## src/rtl/lp_pkg.sv

```systemverilog
// Shared types and constants for the multi-channel logic probe (LP_EDGE_COUNT_EN adds edge counting).
// Latency: none, this file only holds declarations and pure helper functions.
// Backpressure: not applicable.
package lp_pkg;

    // R2R DAC codes for the high-comparator threshold of each logic family
    localparam logic [3:0] DAC_CODE_1V8 = 4'd7;
    localparam logic [3:0] DAC_CODE_2V5 = 4'd10;
    localparam logic [3:0] DAC_CODE_3V3 = 4'd12;

    typedef enum logic [1:0] {
        MODE_1V8 = 2'd0,
        MODE_2V5 = 2'd1,
        MODE_3V3 = 2'd2,
        MODE_5V0 = 2'd3
    } mode_t;

    // Probe state seen through the comparator pair
    typedef enum logic [1:0] {
        PS_FLOAT    = 2'd0,
        PS_ONE      = 2'd1,
        PS_ZERO     = 2'd2,
        PS_CONFLICT = 2'd3
    } probe_state_t;

    function automatic logic [3:0] dac_code(input mode_t m);
        case (m)
            MODE_1V8: return DAC_CODE_1V8;
            MODE_2V5: return DAC_CODE_2V5;
            default:  return DAC_CODE_3V3;
        endcase
    endfunction

    function automatic probe_state_t probe_state(input logic hi, input logic lo);
        case ({hi, lo})
            2'b10:   return PS_ONE;
            2'b01:   return PS_ZERO;
            2'b11:   return PS_CONFLICT;
            default: return PS_FLOAT;
        endcase
    endfunction

endpackage

```

## src/rtl/lp_channel.sv

```systemverilog
// One probe channel: synchronizer, per-state sample counters, brightness, PWM LEDs, pulse hold (LP_EDGE_COUNT_EN adds edge_count).
// Latency: comp -> sh/sl 2 cycles; brightness loads in the latch cycle, LEDs follow from the next cycle.
// Backpressure: none; free-running, outputs always valid.
module lp_channel #(
    parameter int WIN_W    = 20,
    parameter int BR_W     = 8,
    parameter int HOLD_WIN = 3
) (
    input  logic            clk,
    input  logic            pulse_reset,
    input  logic            comp_hi,
    input  logic            comp_lo,
    input  logic            latch,
    input  logic [BR_W-1:0] phase_nxt,
    output logic            led_one,
    output logic            led_zero,
    output logic            led_floating,
    output logic            led_pulse,
    output logic            conflict
`ifdef LP_EDGE_COUNT_EN
    ,
    output logic [15:0]     edge_count
`endif
);
    import lp_pkg::*;

    localparam logic [3:0] HOLD_LOAD = 4'(HOLD_WIN);

    logic             hi_meta, lo_meta, sh, sl, sh_q;
    probe_state_t     st, st_q;
    logic             edge_now, is_conf;
    logic             inc_one, inc_zero, inc_float;
    logic [WIN_W-1:0] cnt_one, cnt_zero, cnt_float;
    logic [WIN_W-1:0] sum_one, sum_zero, sum_float;
    logic [BR_W-1:0]  br_one, br_zero, br_float;
    logic [BR_W-1:0]  br_one_nxt, br_zero_nxt, br_float_nxt;
    logic             conf_acc, edge_flag;
    logic [3:0]       hold_cnt, hold_nxt;

    // Two-flop synchronizers for the asynchronous comparator outputs
    always_ff @(posedge clk or negedge pulse_reset) begin
        if (!pulse_reset) begin
            hi_meta <= 1'b0;
            sh      <= 1'b0;
            lo_meta <= 1'b0;
            sl      <= 1'b0;
        end else begin
            hi_meta <= comp_hi;
            sh      <= hi_meta;
            lo_meta <= comp_lo;
            sl      <= lo_meta;
        end
    end

    // Previous synchronized values for edge detection
    always_ff @(posedge clk or negedge pulse_reset) begin
        if (!pulse_reset) begin
            sh_q <= 1'b0;
            st_q <= PS_FLOAT;
        end else begin
            sh_q <= sh;
            st_q <= st;
        end
    end

    // Classify the sample; saturating sums include this cycle so a latch captures it
    always_comb begin
        st        = probe_state(sh, sl);
        edge_now  = (sh ^ sh_q) | (st != st_q);
        is_conf   = (st == PS_CONFLICT);
        inc_one   = (st == PS_ONE)   && (cnt_one   != '1);
        inc_zero  = (st == PS_ZERO)  && (cnt_zero  != '1);
        inc_float = (st == PS_FLOAT) && (cnt_float != '1);
        sum_one   = cnt_one   + WIN_W'(inc_one);
        sum_zero  = cnt_zero  + WIN_W'(inc_zero);
        sum_float = cnt_float + WIN_W'(inc_float);
        br_one_nxt   = latch ? sum_one[WIN_W-1 -: BR_W]   : br_one;
        br_zero_nxt  = latch ? sum_zero[WIN_W-1 -: BR_W]  : br_zero;
        br_float_nxt = latch ? sum_float[WIN_W-1 -: BR_W] : br_float;
        hold_nxt = hold_cnt;
        if (latch) begin
            if (edge_flag | edge_now) begin
                hold_nxt = HOLD_LOAD;
            end else if (hold_cnt != 4'd0) begin
                hold_nxt = hold_cnt - 4'd1;
            end
        end
    end

    // Per-window sample counters, restarting after the latch cycle
    always_ff @(posedge clk or negedge pulse_reset) begin
        if (!pulse_reset) begin
            cnt_one   <= '0;
            cnt_zero  <= '0;
            cnt_float <= '0;
        end else if (latch) begin
            cnt_one   <= '0;
            cnt_zero  <= '0;
            cnt_float <= '0;
        end else begin
            cnt_one   <= sum_one;
            cnt_zero  <= sum_zero;
            cnt_float <= sum_float;
        end
    end

    // Window results: brightness, pulse hold, conflict and edge accumulators
    always_ff @(posedge clk or negedge pulse_reset) begin
        if (!pulse_reset) begin
            br_one    <= '0;
            br_zero   <= '0;
            br_float  <= '0;
            hold_cnt  <= 4'd0;
            conf_acc  <= 1'b0;
            conflict  <= 1'b0;
            edge_flag <= 1'b0;
        end else begin
            br_one    <= br_one_nxt;
            br_zero   <= br_zero_nxt;
            br_float  <= br_float_nxt;
            hold_cnt  <= hold_nxt;
            conf_acc  <= latch ? 1'b0 : (conf_acc | is_conf);
            conflict  <= latch ? (conf_acc | is_conf) : conflict;
            edge_flag <= latch ? 1'b0 : (edge_flag | edge_now);
        end
    end

    // LED drives use next-cycle phase/brightness so the registered output matches the current window state
    always_ff @(posedge clk or negedge pulse_reset) begin
        if (!pulse_reset) begin
            led_one      <= 1'b0;
            led_zero     <= 1'b0;
            led_floating <= 1'b0;
            led_pulse    <= 1'b0;
        end else begin
            led_one      <= (phase_nxt < br_one_nxt);
            led_zero     <= (phase_nxt < br_zero_nxt);
            led_floating <= (phase_nxt < br_float_nxt);
            led_pulse    <= (hold_nxt != 4'd0);
        end
    end

`ifdef LP_EDGE_COUNT_EN
    logic        rise;
    logic [15:0] edge_acc, edge_sum;

    assign rise     = sh & ~sh_q;
    assign edge_sum = edge_acc + 16'(rise && (edge_acc != 16'hFFFF));

    // Saturating rising-edge count, published in the latch cycle
    always_ff @(posedge clk or negedge pulse_reset) begin
        if (!pulse_reset) begin
            edge_acc   <= 16'd0;
            edge_count <= 16'd0;
        end else begin
            edge_acc   <= latch ? 16'd0 : edge_sum;
            edge_count <= latch ? edge_sum : edge_count;
        end
    end
`endif

endmodule

```

## src/rtl/logic_probe_multi.sv

```systemverilog
// Multi-channel logic probe: shared window counter, per-channel state LEDs, DAC threshold select (LP_EDGE_COUNT_EN adds edge_count).
// Latency: 2-cycle input sync; results latch once per 2^WIN_W-cycle window; dac_value follows mode after one clk.
// Backpressure: none; outputs are free-running status drives.
module logic_probe_multi #(
    parameter int NUM_CH   = 4,
    parameter int WIN_W    = 20,
    parameter int BR_W     = 8,
    parameter int HOLD_WIN = 3
) (
    input  logic              clk,
    input  logic              pulse_reset,
    input  logic [NUM_CH-1:0] comp_hi,
    input  logic [NUM_CH-1:0] comp_lo,
    input  logic [1:0]        mode,
    output logic [3:0]        dac_value,
    output logic [NUM_CH-1:0] led_one,
    output logic [NUM_CH-1:0] led_zero,
    output logic [NUM_CH-1:0] led_floating,
    output logic [NUM_CH-1:0] led_pulse,
    output logic [NUM_CH-1:0] conflict,
    output logic              win_tick
`ifdef LP_EDGE_COUNT_EN
    ,
    output logic [NUM_CH*16-1:0] edge_count
`endif
);
    import lp_pkg::*;

    logic [WIN_W-1:0] win_cnt, win_cnt_nxt;
    logic             latch;

    assign win_cnt_nxt = win_cnt + WIN_W'(1);
    assign latch       = (win_cnt == '1);
    assign win_tick    = latch;

    // Free-running window counter; wraps to 0 after the latch cycle
    always_ff @(posedge clk or negedge pulse_reset) begin
        if (!pulse_reset) begin
            win_cnt <= '0;
        end else begin
            win_cnt <= win_cnt_nxt;
        end
    end

    // Threshold code follows mode one clock later, independent of window state
    always_ff @(posedge clk or negedge pulse_reset) begin
        if (!pulse_reset) begin
            dac_value <= DAC_CODE_3V3;
        end else begin
            dac_value <= dac_code(mode_t'(mode));
        end
    end

    for (genvar i = 0; i < NUM_CH; i++) begin : g_ch
        lp_channel #(
            .WIN_W    (WIN_W),
            .BR_W     (BR_W),
            .HOLD_WIN (HOLD_WIN)
        ) u_ch (
            .clk          (clk),
            .pulse_reset  (pulse_reset),
            .comp_hi      (comp_hi[i]),
            .comp_lo      (comp_lo[i]),
            .latch        (latch),
            .phase_nxt    (win_cnt_nxt[BR_W-1:0]),
            .led_one      (led_one[i]),
            .led_zero     (led_zero[i]),
            .led_floating (led_floating[i]),
            .led_pulse    (led_pulse[i]),
            .conflict     (conflict[i])
`ifdef LP_EDGE_COUNT_EN
            ,
            .edge_count   (edge_count[i*16 +: 16])
`endif
        );
    end

endmodule

```

## config.mk

```make
export PLATFORM = sky130hd
export DESIGN_NAME = logic_probe_multi
export DESIGN_NICKNAME = d
export VERILOG_FILES = /design/src/rtl/lp_pkg.sv /design/src/rtl/lp_channel.sv /design/src/rtl/logic_probe_multi.sv
export SDC_FILE = /design/constraint.sdc
export NUM_CORES = 1
export LEC_CHECK = 0
export CELL_PAD_IN_SITES_DETAIL_PLACEMENT = 0
export CELL_PAD_IN_SITES_GLOBAL_PLACEMENT = 1
export CORE_MARGIN = 5
export CORE_UTILIZATION = 50
export DETAILED_ROUTE_END_ITERATION = 10
export GPL_TIMING_DRIVEN = 0
export PLACE_DENSITY_LB_ADDON = 0.1
export SLEW_MARGIN = 10
export SYNTH_ARGS = -nofsm -noshare
export SYNTH_HDL_FRONTEND = slang
export SYNTH_HIERARCHICAL = 1
export SYNTH_SLANG_ARGS = --single-unit
```

## constraint.sdc

```tcl
create_clock -name clk -period 3.85 [get_ports clk]
set_input_delay 0.5775 -clock clk [delete_from_list [all_inputs] [get_ports clk]]
set_output_delay 0.5775 -clock clk [all_outputs]
set_load 0.03 [all_outputs]
```

==> results of run 1 <==
==> kinds of logic (layout without fill, tap and decap cells) <==
| family | Yosys count | in the layout |
|---|---|---|
| simple gates | 936 | 937 |
| flops | 432 | 432 |
| compound gates | 380 | 380 |
| xor+xnor | 208 | 208 |
| buf+inv | 130 | 307 |
| fa+ha+maj | 121 | 121 |
| mux | 7 | 7 |
==> area by class of cell <==
| cell class | count | area [um2] |
|---|---|---|
| clock inverter | 17 | 139 |
| tap | 585 | 732 |
| multi-input combinational | 1653 | 11100 |
| sequential | 432 | 10800 |
| clock buffer | 73 | 1490 |
| inverter | 47 | 176 |
| buffer | 83 | 390 |
| timing repair buffer | 87 | 901 |
| fill | 3756 | 17500 |
==> final timing paths <==
kind / startpoint / end / slack (ns) / cells past startpoint
max in group asynchronous: pulse_reset / g_ch[3].u_ch/cnt_float[8] / 1.87 / 5
hold / removal: g_ch[3].u_ch/lo_meta / g_ch[3].u_ch/sl / 0.34 / 0
setup reg to reg: win_cnt[0] / g_ch[2].u_ch/led_zero / 0.17 / 14
hold reg to reg: g_ch[3].u_ch/lo_meta / g_ch[3].u_ch/sl / 0.34 / 0
setup / recovery: win_cnt[0] / g_ch[2].u_ch/led_zero / 0.17 / 14
min in group asynchronous: pulse_reset / g_ch[1].u_ch/hi_meta / 0.53 / 2
==> power breakdown <==
| part | internal [mW] | switching, mW |
|---|---|---|
| combinational | 0.407 | 0.436 |
| sequential | 4.92 | 0.446 |
| clock | 2.80 | 1.88 |
| total | 8.12 | 2.76 |
==> per-stage QoR <==
step	hold WS [ns]	worst slack, ns	cells	util
2_1_floorplan	0.282	0.176	2214	-
3_5_place_dp	0.335	-1.12	2846	0.540
3_3_place_gp	0.332	-17.22	2835	0.534
6_report	0.344	0.172	2977	0.595
5_1_grt	0.351	-0.0254	2977	0.595
4_1_cts	0.347	-0.0620	2946	0.583
==> worst reg2reg max path, cell delays in order, from the launching register on <==
cell and delay, ns:
dfrtp_1 0.40, ha_1 0.29, nand4_2 0.17, nor3_4 0.29, and3_4 0.31, clkbuf_4 0.26, clkbuf_2 0.28, clkbuf_4 0.28
nor2_1 0.08, a31o_2 0.22, ha_1 0.18, a21o_1 0.17, a311oi_2 0.39, o311ai_2 0.16, nand2_1 0.12
==> synth_stat cells, drive strengths merged (31+ instances only) <==
master and instances:
a21o 85, a21oi 157, and3 31, and4 36
clkbuf 57, dfrtp 430, ha 121, inv 47
nand2 131, nand3 111, nand4 88, nor2 334
nor3 45, o21ai 49, or3 36, xnor2 89
xor2 119
==> what timing repair did <==
item	in CTS	in global routing
endpoints found under the hold margin	55	0
buffers inserted	8	31
hold buffers	1	0
setup endpoints to repair	42	12
pin swaps	9	40
gates cloned	1	0
resized for setup	41	80
==> state kept, by name (all words and copies together), names as in the netlist, 8 cells and up <==
signal               flops
g_ch.u_ch/br_float      32
g_ch.u_ch/br_one        32
g_ch.u_ch/br_zero       32
g_ch.u_ch/cnt_float     80
g_ch.u_ch/cnt_one       80
g_ch.u_ch/cnt_zero      80
g_ch.u_ch/hold_cnt      16
g_ch.u_ch/st_q           8
win_cnt                 20
==> metal layers <==
layer	vias to the layer above	wire [um]	global-route usage
li1	8116	-	-
met1	8238	24900	0.310
met2	215	24200	0.354
met3	86	1470	0.0275
met4	0	1230	0.0616
met5	-	0	0
==> summary.txt, run 1 <==
Routing
  – DR pass1 iterations: 5
  – DR iter-0 viols: 1013
  – Post-DRT Antenna Nets: 0
  – Total number of vias: 16655
  – Wirelength per Cell: 17.4 um
  – Post-route DRC violation count: 0
  – WL final: 51.8 mm
  – Post-DR vias/cell: 5.59

Floorplanning
  – Die X: 220 um
  – Top Ports: 37
  – Starting Density: 0.509
  – Row cnt: 76
  – Die area: 48300 um2
  – Die H: 220 um
  – Core area: 43300 um2

STA
  – Clk_skew: 0.0160 ns
  – Post-Route Setup TNS: 0 ns
  – Worst slew pin tran: 0.951 ns
  – Hold Violations, Final: 0
  – # setup viols final: 0
  – Period utilization: 0.955
  – Max Clk Rate: 0.272 GHz
  – Final slew viol count: 0
  – Slew HR: 0.366
  – Tmin final: 3.68 ns

Yosys
  – Asr flop ratio synth: 1.00
  – Simple-Gate Fraction of Synth Area: 0.221
  – Compound-Gate Fraction of Synth Area: 0.109
  – Syn nets: 2347
  – Leading area contributor after synthesis: dfrtp_1
  – Post-Syn Area: 22000 um2
  – Syn Inst Count: 2214
  – XOR/XNOR Fraction of Synth Area: 0.0828
  – Yosys reg bits: 432
  – Synth top area cells: dfrtp_1 (49%), ha_1 (6.9%), nor2_1 (5.7%)
  – Average cell area after synthesis: 9.94 um2
  – Largest family of logic cells by synthesized area: simple AND/OR/NAND/NOR gates
  – Top-area cell type share of the netlist area: 0.489
  – Distinct cells, synth: 84
  – Synth warnings: 6
  – Register area share after synthesis: 0.491
  – Post-synthesis adder-cell area fraction: 0.0688
  – Ys flop type: dfrtp_1
  – Post-synthesis mux area share: 0.00341
  – Post-synth EDFFs: 0

Layout
  – Syn-to-layout area delta: 17.1%
  – Design Area, Final: 25800 um2
  – Final Net Count: 2486
  – Leading cell type in the layout, fill and taps excluded: dfrtp_1
  – Most frequent cells in the layout: dfrtp_1 (421), nor2_1 (333), a21oi_1 (156)
  – Share of layout cells above drive strength 1: 0.123
  – Diodes inserted: 0

Placement
  – Placer Congestion: 0.820
  – I/O Buffers: 36
  – Placed cell area: 23400 um2
  – Dpl hpwl: 34.7 mm

Status
  – Outcome: completed

Setup path
  – WP data arrival: 4.19 ns
  – Req. time, crit path: 4.36 ns
  – Critical path buffer and inverter count: 3
  – Crit end category: register
  – Startpoint Class: register
  – CP max FO: 10
  – Worst path max stage delay: 0.40 ns
  – Critical path class: register to register
  – Crit path max-delay family: simple AND/OR/NAND/NOR gates
  – Worst-path cell chain: ha_1, nand4_2, nor3_4, and3_4, clkbuf_4, clkbuf_2, clkbuf_4, nor2_1, a31o_2, ha_1, a21o_1, a311oi_2, o311ai_2, nand2_1
  – Critical Path Slowest Stage Cell: dfrtp_1

Power
  – Tot Pwr: 10.9 mW
  – Leak: 11.8 nW
  – Max VDD drop: 377 uV
  – Power density over the cells: 422 nW/um2

Run
  – Max Cap Viol: 0

CTS
  – Clk Tree Root Cell: clkbuf_16
  – H-Tree Depth: 2
  – CTS Buf Count: 49
  – CTS tree: yes
  – Clock Tree Buf Depth: 3
  – Worst-path clk slew: 0.06 ns
  – Worst-Skew Late Latency: 0.58 ns
  – Sink Count: 432

Global route
  – Vias in the first global route: 16678
  – First-pass GRT wire length: 86.5 mm
  – Total grt overflow: 0
  – Initial antenna violation count: 0
  – Largest net degree at the start of global routing: 108
  – Gr usage total: 0.218

Hold path
  – Worst hold path type: register to register
No activity file was read; power rests on OpenSTA's default activity.
==> run 2: changes to the inputs <==
Settings changed: CAP_MARGIN set to 20.
==> summary.txt, run 2 (same netlist as run 1, synthesis figures left out) <==
Power
  – Sw Pwr: 2.74 mW (-0.54%)
  – Combinational power share: 0.076 (about the same)
  – Leak: 11.7 nW (-0.32%)
  – Tot Pwr: 10.9 mW (+0.55%)
  – Cell Int Power: 8.20 mW (+0.92%)
  – Power density over the cells: 427 nW/um2 (+1.0%)
  – Clock network fraction of total power: 0.434 (+0.005)
  – Reg power frac: 0.490 (-0.003)
  – Sw frac: 0.251 (-0.00275)
  – Max VDD drop: 418 uV (+11%)

STA
  – Slew HR: 0.403 (+0.0369)
  – Post-Route Setup TNS: 0 ns (unchanged)
  – Final Worst Setup Slack: 0.171 ns (-0.00152 ns)
  – Worst slew pin tran: 0.895 ns (-0.0563 ns)
  – Tmin final: 3.68 ns (+0.00152 ns)
  – Period utilization: 0.956 (about the same)
  – Final slew viol count: 0 (unchanged)
  – # setup viols final: 0 (unchanged)
  – Max Clk Rate: 0.272 GHz (about the same)
  – Hold Violations, Final: 0 (unchanged)
  – Clk_skew: 0.0120 ns (-0.00405 ns)

Placement
  – I/O Buffers: 36 (unchanged)
  – Worst slack at placement: -1.13 ns (-0.0192 ns)
  – Placer Congestion: 0.820 (unchanged)
  – Dpl hpwl: 34.7 mm (-0.13%)

CTS
  – Worst-Skew Late Latency: 0.58 ns (about the same)
  – Worst-path clk slew: 0.06 ns (about the same)
  – H-Tree Depth: 2 (unchanged)
  – CTS Buf Count: 48 (-2.0%)
  – Clock Tree Buf Depth: 3 (unchanged)
  – Sink Count: 432 (unchanged)
  – CTS tree: yes
  – Clk Tree Root Cell: clkbuf_16

Global route
  – Vias in the first global route: 16621 (-0.34%)
  – Gr usage total: 0.218 (about the same)
  – First-pass GRT wire length: 86.2 mm (-0.29%)
  – Initial antenna violation count: 1 (+1)
  – Largest net degree at the start of global routing: 108 (unchanged)
  – Total grt overflow: 0 (unchanged)

Setup path
  – Crit end category: register
  – Critical Path Slowest Stage Cell: dfrtp_1
  – WP data arrival: 4.12 ns (-0.07 ns)
  – Worst path max stage delay: 0.42 ns (+0.02 ns)
  – Req. time, crit path: 4.29 ns (-0.07 ns)
  – Worst-path cell chain: and4_1, nand4_1, nor4_1, nor3b_1, ha_2, ha_4, nand3_1, nor4_4, mux2_4, and2_1, ha_1, nand4_1, a21oi_1, nand4_1, o211a_1
  – Critical path class: register to register
  – CP max FO: 5 (-5)
  – Startpoint Class: register
  – Most frequent cell on the critical path: nand4_1

Layout
  – Most frequent cells in the layout: dfrtp_1 (426), nor2_1 (333), a21oi_1 (157)
  – Syn-to-layout area delta: 16.6%
  – Final Net Count: 2476 (-0.40%)
  – Diodes inserted: 0 (unchanged)
  – Share of layout cells above drive strength 1: 0.114 (-0.00899)
  – Register Area: 10800 um2 (about the same)
  – Biggest regs: g_ch.u_ch/cnt_float (80), g_ch.u_ch/cnt_one (80), g_ch.u_ch/cnt_zero (80)
  – Leading cell type in the layout, fill and taps excluded: dfrtp_1
  – # fillers: 3739 (-0.45%)
  – Area of the multi-input gates: 11100 um2 (-0.40%)

Routing
  – Post-route DRC violation count: 0 (unchanged)
  – Wire length on met3: 1.65 mm (+12%)
  – Wirelength per Cell: 17.3 um (-0.45%)
  – DR pass1 iterations: 5 (unchanged)
  – Post-DR vias/cell: 5.60 (+0.10%)
  – Routed met1 length: 24.7 mm (-0.82%)
  – Wire length on met2: 24.0 mm (-0.95%)
  – WL final: 51.3 mm (-0.89%)
  – DR iter-0 viols: 1110 (+9.6%)
  – Total number of vias: 16599 (-0.34%)
  – Post-DRT Antenna Nets: 0 (unchanged)
  – Max layer used: met4

Floorplanning
  – Core area: 43300 um2 (unchanged)
  – Starting Density: 0.509 (unchanged)
  – Die area: 48300 um2 (unchanged)
  – Row cnt: 76 (unchanged)
  – Die H: 220 um (unchanged)
  – Die X: 220 um (unchanged)
  – Top Ports: 37 (unchanged)

Hold path
  – Worst hold path type: register to register

Run
  – Max Cap Viol: 0 (unchanged)

Status
  – Outcome: completed
## run 2: cell count changes in the layout (fill, tap and decap cells not counted), sizes merged
cell,before,now
clkinvlp,0,2
clkbuf,133,124
inv,48,47
buf,73,66
clkinv,14,12
bufinv,2,6
## run 2: path summary, 6_finish.rpt
path,from,to,slack (ns),depth (start not counted)
setup / recovery,g_ch[2].u_ch/cnt_one[9],g_ch[2].u_ch/led_one,0.17,15
setup reg to reg,g_ch[2].u_ch/cnt_one[9],g_ch[2].u_ch/led_one,0.17,15
hold / removal,g_ch[3].u_ch/lo_meta,g_ch[3].u_ch/sl,0.35,0
max in group asynchronous,pulse_reset,g_ch[3].u_ch/cnt_float[8],1.89,5
hold reg to reg,g_ch[3].u_ch/lo_meta,g_ch[3].u_ch/sl,0.35,0
min in group asynchronous,pulse_reset,g_ch[1].u_ch/hi_meta,0.54,2
## run 2: metal layers
| layer | global-route usage | up-vias |
|---|---|---|
| li1 | - | 8086 |
| met1 | 0.309 | 8224 |
| met2 | 0.357 | 218 |
| met3 | 0.0338 | 71 |
| met4 | 0.0474 | 0 |
| met5 | 0 | - |
## run 2: worst max-delay path, delay by kind of cell, from the launching register on
family / cells / cell delay, ns
fa+ha+maj: 3 / 0.70
compound gates: 2 / 0.41
mux: 1 / 0.34
simple gates: 9 / 1.65
flops: 1 / 0.42
## run 2: repair_timing
item,4_1_cts,5_1_grt
gates cloned,1,0
endpoints found under the hold margin,55,0
setup endpoints to repair,43,12
buffers inserted,16,16
gates resized for setup,41,70
hold buffers,1,0
pin swaps,12,28
## run 2: power by group through the flow
stage	sequential [mW]	clock [mW]	combinational, mW
4_1_cts	5.34	4.88	0.842
5_1_grt	5.42	5.08	0.980
3_5_place_dp	5.42	0	0.795
2_1_floorplan	5.33	0	0.558
3_3_place_gp	5.41	0	0.747
6_report	5.36	4.75	0.836
## run 2: final cells by class
type                       count  area share
clock inverter                20     0.00995
inverter                      47     0.00688
clock buffer                  66      0.0534
sequential                   432       0.422
multi-input combinational   1653       0.432
buffer                        81      0.0148
tap                          585      0.0285
timing repair buffer          80      0.0331
## run 2: stage by stage
step	cells	utilization	instance area [um2]	hold WS, ns
2_1_floorplan	2214	-	22000	0.282
3_3_place_gp	2835	0.534	23100	0.332
3_5_place_dp	2846	0.540	23400	0.335
4_1_cts	2948	0.584	25300	0.347
5_1_grt	2964	0.593	25600	0.351
6_report	2964	0.593	25600	0.346
